## src/rtl/load_store_unit.sv

```systemverilog
// -----------------------------------------------------------------------------
// load_store_unit
//
// Memory-access stage for an RV32I core. Takes one load or store per request
// from the execute stage, validates width code and alignment, drives a simple
// request/acknowledge memory bus and returns the sign/zero-extended load result.
//
// Handshake: in IDLE a request is taken on any rising edge where start=1.
// On the bus, mem_req is held high together with stable mem_addr/mem_be/
// mem_wdata/mem_we until the first edge that sees mem_ack=1; that edge
// completes the transfer and mem_req drops on the following cycle. mem_ack
// while mem_req=0 and start while busy=1 are ignored.
//
// Ports
//   clk, reset         rising-edge clock, synchronous active-high reset
//   start              op request from execute (sampled only in IDLE)
//   is_store           1 = store, 0 = load
//   funct3             RV32I width/sign code
//   addr               effective byte address
//   wdata              store data (rs2)
//   busy               pipeline stall, high whenever the FSM is not IDLE
//   done               one-cycle pulse when an op completes on the bus
//   rdata              extended load result, held until the next load
//   misaligned         one-cycle pulse for a misaligned access
//   fault              one-cycle pulse for illegal funct3 or bus timeout
//   mem_req, mem_we    bus request / write strobe
//   mem_addr           word-aligned bus address
//   mem_wdata          store data replicated across byte lanes
//   mem_be             byte enables
//   mem_ack            bus accept
//   mem_rdata          bus read data, valid with mem_ack
//   dbg_state_o        current FSM state, for observation only
// -----------------------------------------------------------------------------
module load_store_unit #(
  parameter int unsigned TIMEOUT_CYCLES = 255
) (
  input  logic        clk,
  input  logic        reset,
  input  logic        start,
  input  logic        is_store,
  input  logic [2:0]  funct3,
  input  logic [31:0] addr,
  input  logic [31:0] wdata,
  output logic        busy,
  output logic        done,
  output logic [31:0] rdata,
  output logic        misaligned,
  output logic        fault,
  output logic        mem_req,
  output logic        mem_we,
  output logic [31:0] mem_addr,
  output logic [31:0] mem_wdata,
  output logic [3:0]  mem_be,
  input  logic        mem_ack,
  input  logic [31:0] mem_rdata,
  output logic [1:0]  dbg_state_o
);

  typedef enum logic [1:0] {
    S_IDLE = 2'd0,
    S_REQ  = 2'd1,
    S_RESP = 2'd2,
    S_ERR  = 2'd3
  } state_t;

  // The counter only has to reach TIMEOUT_CYCLES-1: the REQ cycle holding
  // that value without an ack is the last one allowed.
  localparam int unsigned CW = (TIMEOUT_CYCLES > 1) ? $clog2(TIMEOUT_CYCLES) : 1;
  localparam logic [CW-1:0] CNT_LAST = CW'(TIMEOUT_CYCLES - 1);

  state_t         state_q, state_d;
  logic [CW-1:0]  cnt_q, cnt_d;
  logic [31:0]    addr_q, addr_d;
  logic [2:0]     funct3_q, funct3_d;
  logic           is_store_q, is_store_d;
  logic [31:0]    wdata_q, wdata_d;
  logic [3:0]     be_q, be_d;
  logic [31:0]    rdata_q, rdata_d;
  // Distinguishes the two ERR causes: 1 = fault, 0 = misaligned.
  logic           err_fault_q, err_fault_d;

  // Decode of the incoming request (only meaningful while IDLE).
  logic           op_legal;
  logic           op_misal;
  logic [3:0]     op_be;
  logic [31:0]    op_wdata;

  // Load result from the bus data of the acknowledging cycle.
  logic [31:0]    lane;
  logic [31:0]    load_ext;

  always_comb begin
    op_legal = 1'b0;
    case (funct3)
      3'b000, 3'b001, 3'b010: op_legal = 1'b1;
      3'b100, 3'b101:         op_legal = !is_store;
      default:                op_legal = 1'b0;
    endcase

    // funct3[1:0] is the access size: 00 byte, 01 half, 10 word.
    op_misal = 1'b0;
    op_be    = 4'b1111;
    op_wdata = wdata;
    case (funct3[1:0])
      2'b00: begin
        op_be    = 4'b0001 << addr[1:0];
        op_wdata = {4{wdata[7:0]}};
      end
      2'b01: begin
        op_misal = addr[0];
        op_be    = 4'b0011 << {addr[1], 1'b0};
        op_wdata = {2{wdata[15:0]}};
      end
      default: begin
        op_misal = (addr[1:0] != 2'b00);
        op_be    = 4'b1111;
        op_wdata = wdata;
      end
    endcase
  end

  always_comb begin
    lane     = mem_rdata >> {addr_q[1:0], 3'b000};
    load_ext = lane;
    case (funct3_q)
      3'b000:  load_ext = {{24{lane[7]}}, lane[7:0]};
      3'b001:  load_ext = {{16{lane[15]}}, lane[15:0]};
      3'b100:  load_ext = {24'h000000, lane[7:0]};
      3'b101:  load_ext = {16'h0000, lane[15:0]};
      default: load_ext = lane;
    endcase
  end

  // Next-state and datapath update.
  always_comb begin
    state_d     = state_q;
    cnt_d       = cnt_q;
    addr_d      = addr_q;
    funct3_d    = funct3_q;
    is_store_d  = is_store_q;
    wdata_d     = wdata_q;
    be_d        = be_q;
    rdata_d     = rdata_q;
    err_fault_d = err_fault_q;

    case (state_q)
      S_IDLE: begin
        if (start) begin
          // Illegal width code wins over misalignment.
          if (!op_legal) begin
            state_d     = S_ERR;
            err_fault_d = 1'b1;
          end else if (op_misal) begin
            state_d     = S_ERR;
            err_fault_d = 1'b0;
          end else begin
            state_d    = S_REQ;
            cnt_d      = '0;
            addr_d     = addr;
            funct3_d   = funct3;
            is_store_d = is_store;
            wdata_d    = op_wdata;
            be_d       = op_be;
          end
        end
      end

      S_REQ: begin
        if (mem_ack) begin
          state_d = S_RESP;
          if (!is_store_q) begin
            rdata_d = load_ext;
          end
        end else if (cnt_q == CNT_LAST) begin
          state_d     = S_ERR;
          err_fault_d = 1'b1;
        end else begin
          cnt_d = cnt_q + 1'b1;
        end
      end

      S_RESP:  state_d = S_IDLE;
      S_ERR:   state_d = S_IDLE;
      default: state_d = S_IDLE;
    endcase
  end

  always_ff @(posedge clk) begin
    if (reset) begin
      state_q     <= S_IDLE;
      cnt_q       <= '0;
      addr_q      <= '0;
      funct3_q    <= '0;
      is_store_q  <= 1'b0;
      wdata_q     <= '0;
      be_q        <= '0;
      rdata_q     <= '0;
      err_fault_q <= 1'b0;
    end else begin
      state_q     <= state_d;
      cnt_q       <= cnt_d;
      addr_q      <= addr_d;
      funct3_q    <= funct3_d;
      is_store_q  <= is_store_d;
      wdata_q     <= wdata_d;
      be_q        <= be_d;
      rdata_q     <= rdata_d;
      err_fault_q <= err_fault_d;
    end
  end

  // All outputs decode the registered state; bus fields are gated to zero
  // outside REQ so an idle bus carries no stale values.
  logic in_req;
  assign in_req      = (state_q == S_REQ);

  assign busy        = (state_q != S_IDLE);
  assign done        = (state_q == S_RESP);
  assign misaligned  = (state_q == S_ERR) && !err_fault_q;
  assign fault       = (state_q == S_ERR) && err_fault_q;
  assign rdata       = rdata_q;
  assign mem_req     = in_req;
  assign mem_we      = in_req && is_store_q;
  assign mem_addr    = in_req ? {addr_q[31:2], 2'b00} : 32'h0;
  assign mem_wdata   = in_req ? wdata_q : 32'h0;
  assign mem_be      = in_req ? be_q : 4'h0;
  assign dbg_state_o = state_q;

endmodule

```

## config.mk

```make
export PLATFORM = sky130hd
export DESIGN_NAME = load_store_unit
export DESIGN_NICKNAME = d
export VERILOG_FILES = /design/src/rtl/load_store_unit.sv
export SDC_FILE = /design/constraint.sdc
export NUM_CORES = 1
export LEC_CHECK = 0
export ABC_AREA = 1
export CORE_MARGIN = 10
export CORE_UTILIZATION = 46
export CTS_CLUSTER_SIZE = 8
export DETAILED_ROUTE_END_ITERATION = 7
export GPL_TIMING_DRIVEN = 0
export MAX_ROUTING_LAYER = met4
export PLACE_DENSITY = 0.83
export SLEW_MARGIN = 20
export SYNTH_ARGS = -nofsm -noshare
export SYNTH_HDL_FRONTEND = slang
export SYNTH_SLANG_ARGS = --single-unit
```

## constraint.sdc

```tcl
create_clock -name clk -period 1.85 [get_ports clk]
set_input_delay 0.37 -clock clk [delete_from_list [all_inputs] [get_ports clk]]
set_output_delay 0.37 -clock clk [all_outputs]
set_load 0.01 [all_outputs]
```

==> results.json <==
{
  "status": "complete, no violations",
  "arrival_ns": 1.44,
  "r2r_cells": 8,
  "ys_seq_elements": 115,
  "hold_viol_final": 0,
  "ctsHoldBuffers": 0,
  "syn_area_um2": 6180,
  "synth_top_flop_cell": "dfxtp_1",
  "post-place-ws_ns": -0.333,
  "slowest_stage": "dfxtp_4",
  "worst-setup-path-type": "flop to output port",
  "crit_fanout": 7,
  "min_period_over_period": 0.976,
  "synth.area.top_cells": "dfxtp_1, nor2_1, nand2_1",
  "period_needed_ns": 1.81,
  "hold_path.startpoint": "wdata_q[7]",
  "ys_seq_area_frac": 0.373,
  "wl_per_cell_um": 16.0,
  "cts_max_path_buffers": 2,
  "rsz0062_at_grt": "true",
  "nNetsFinal": 1295,
  "synthSimpleGateAreaFrac": 0.315,
  "drc": 0,
  "ioPinCount": 212,
  "dp_hpwl_um": 16500,
  "grt_overflow_total": 0,
  "avgSynthCellArea_um2": 6.47,
  "grt_antenna_before_repair": 1,
  "crit_path_start": "dbg_state_o[1]",
  "dieArea_um2": 18500,
  "rows": 42,
  "p_total_mw": 7.72,
  "dr_total_vias": 6926,
  "die_height_um": 136,
  "synth_top_family_by_area": "simple AND/OR/NAND/NOR gates",
  "grt_pass1_vias": 6753,
  "drive_gt1_frac": 0.171,
  "cts_tree": "yes",
  "core-area_um2": 13200,
  "path_clk_slew_ns": 0.05,
  "fin_util": 0.677,
  "drtAntennaViolNets": 0,
  "yosysWarnings": 0,
  "synth_top_cell_area_share": 0.373,
  "drv_cap": 0,
  "rr_endpoint": "rdata[21]",
  "track_usage": 0.239,
  "hold_path_depth": 2,
  "viasPerCell": 5.02,
  "portBuffers": 208,
  "reg2reg_slack_ns": 0.20,
  "die_w_um": 136,
  "synth_common_cells": "nor2_1, nand2_1, dfxtp_1, inv_1, o21ai_0",
  "whs_endpoint": "wdata_q[7]",
  "netlist_instances": 955,
  "synthXorXnorAreaFrac": 0.00425,
  "synthArstFlopShare": 0,
  "grt_max_degree": 17,
  "dpl.cell_count": 1340,
  "synthAdderAreaFrac": 0.00405,
  "syn2layout_area_growth_pct": 44.6,
  "worstSkewPairLatency_ns": 0.41,
  "max-slew-margin-rel": 0.512,
  "dr.first_iter.drc_count": 573,
  "start_util": 0.468,
  "cp-end-kind": "output port",
  "yosysUniqueCellTypes": 36,
  "required_ns": 1.48,
  "htree_levels": 4,
  "synth_compound_area_frac": 0.171,
  "setup_slack_ns": 0.0443,
  "cp-start-kind": "flop",
  "synthMuxAreaShare": 0,
  "cts_buffers": 17,
  "yosysMostFrequentCell": "nor2_1",
  "power_density_nw_per_um2": 864,
  "grt_pass1_wl_um": 34200,
  "final-setup-viol-count": 0,
  "yosysTopAreaCell": "dfxtp_1",
  "fin_cells": 1379,
  "p_leak_nw": 3.86,
  "hp-class": "flop to flop",
  "final_max_slew_viol_count": 0,
  "tightest_slew_ns": 0.732,
  "fin_tns_setup_ns": 0,
  "skew_ns": 0.00614,
  "cts_root_buf": "clkbuf_16",
  "cp_slowest_stage_delay_ns": 0.36,
  "cts.sinks": 115,
  "reg2reg_from": "funct3_q[1]",
  "fmax_mhz": 554,
  "drt-total-wl_um": 22100,
  "first_pass_iters": 5,
  "nFillCells": 1139,
  "worstPathCellList": "inv_6, nand2_4, buf_6, buf_4, nor2_1, buf_2",
  "place_congestion": 0.960,
  "synth_edf_count": 0,
  "vdd_drop_max_uv": 560
}
==> per-layer routing <==
| metal | GRT usage | routed length [um] |
|---|---|---|
| met1 | 0.282 | 9300 |
| met2 | 0.384 | 10400 |
| met3 | 0.0554 | 1740 |
| met4 | 0.102 | 628 |
| met5 | - | 0 |
==> timing repair <==
action                                  CTS  global route
endpoints found under the setup margin   73            90
pin swaps                                 1             0
endpoints found under the hold margin     0             0
resized for setup                       291            11
buffers inserted                          4             2
==> kinds of logic (layout without fill, tap and decap cells) <==
logic type               after synthesis  count (layout)
AO/OA/AOI/OAI                        180             180
buffers and inverters                181             427
AND/OR/NAND/NOR                      473             473
other                                  1               3
XOR/XNOR                               3               3
adder cells (fa/ha/maj)                2               2
flip-flops                           115             115
==> per-stage QoR <==
stage               instance area, um2  hold slack, ns
floorplan                         6180           0.443
global placement                  8480           0.451
detailed placement                8480           0.454
CTS                               8890           0.462
global route                      8930           0.480
finish                            8930           0.461
==> power breakdown <==
part           total (mW)  leakage [nW]  internal, mW  switching, mW
clock                3.51         0.307          2.36           1.16
sequential           2.72         0.937          2.63         0.0878
combinational        1.49          2.62         0.669          0.819
==> placed cells by master, fill, tap and decap left out, types with 18 or more instances in the layout <==
cell type	count
a21oi_2	18
o21ai_0	52
nor2_1	210
nand3_1	30
clkdlybuf4s50_1	136
o21ai_1	36
clkbuf_1	18
dfxtp_1	113
a21oi_1	35
inv_1	114
buf_2	73
nand2_1	196
==> final cells by class <==
| class | count | area [um2] | share of cell area |
|---|---|---|---|
| inverters | 124 | 475 | 0.0532 |
| clock buffers | 23 | 478 | 0.0535 |
| clock inverters | 9 | 151 | 0.0169 |
| diodes | 1 | 2.50 | 0.000280 |
| flip-flops and latches | 115 | 2310 | 0.259 |
| multi-input cells | 660 | 3080 | 0.345 |
| plain buffers | 57 | 410 | 0.0459 |
| repair buffers | 214 | 1800 | 0.202 |
| well taps | 176 | 220 | 0.0247 |
==> sequential cells by signal, indices dropped and copies added (netlist names) <==
signal,flops
dbg_state_o,2
wdata_q,32
err_fault_q,1
addr_q,32
is_store_q,1
cnt_q,8
rdata,32
be_q,4
funct3_q,3
==> worst max path at each step <==
stage / to / slack, ns / depth (start not counted)
after global routing: mem_be[1] / -0.02 / 6
after CTS: mem_be[2] / -0.09 / 6
final: mem_addr[3] / 0.04 / 6
after floorplan: mem_be[0] / 0.36 / 5
after global placement: mem_be[2] / -0.32 / 6
after detailed placement: wdata_q[27] / -0.33 / 9
==> worst max-delay path: cells and delay by family (launching register included) <==
kind,cells,cell delay (ns)
AND/OR/NAND/NOR,2,0.15
flip-flops,1,0.36
buffers and inverters,4,0.51
Note: power is estimated with default switching activity, not from simulation.
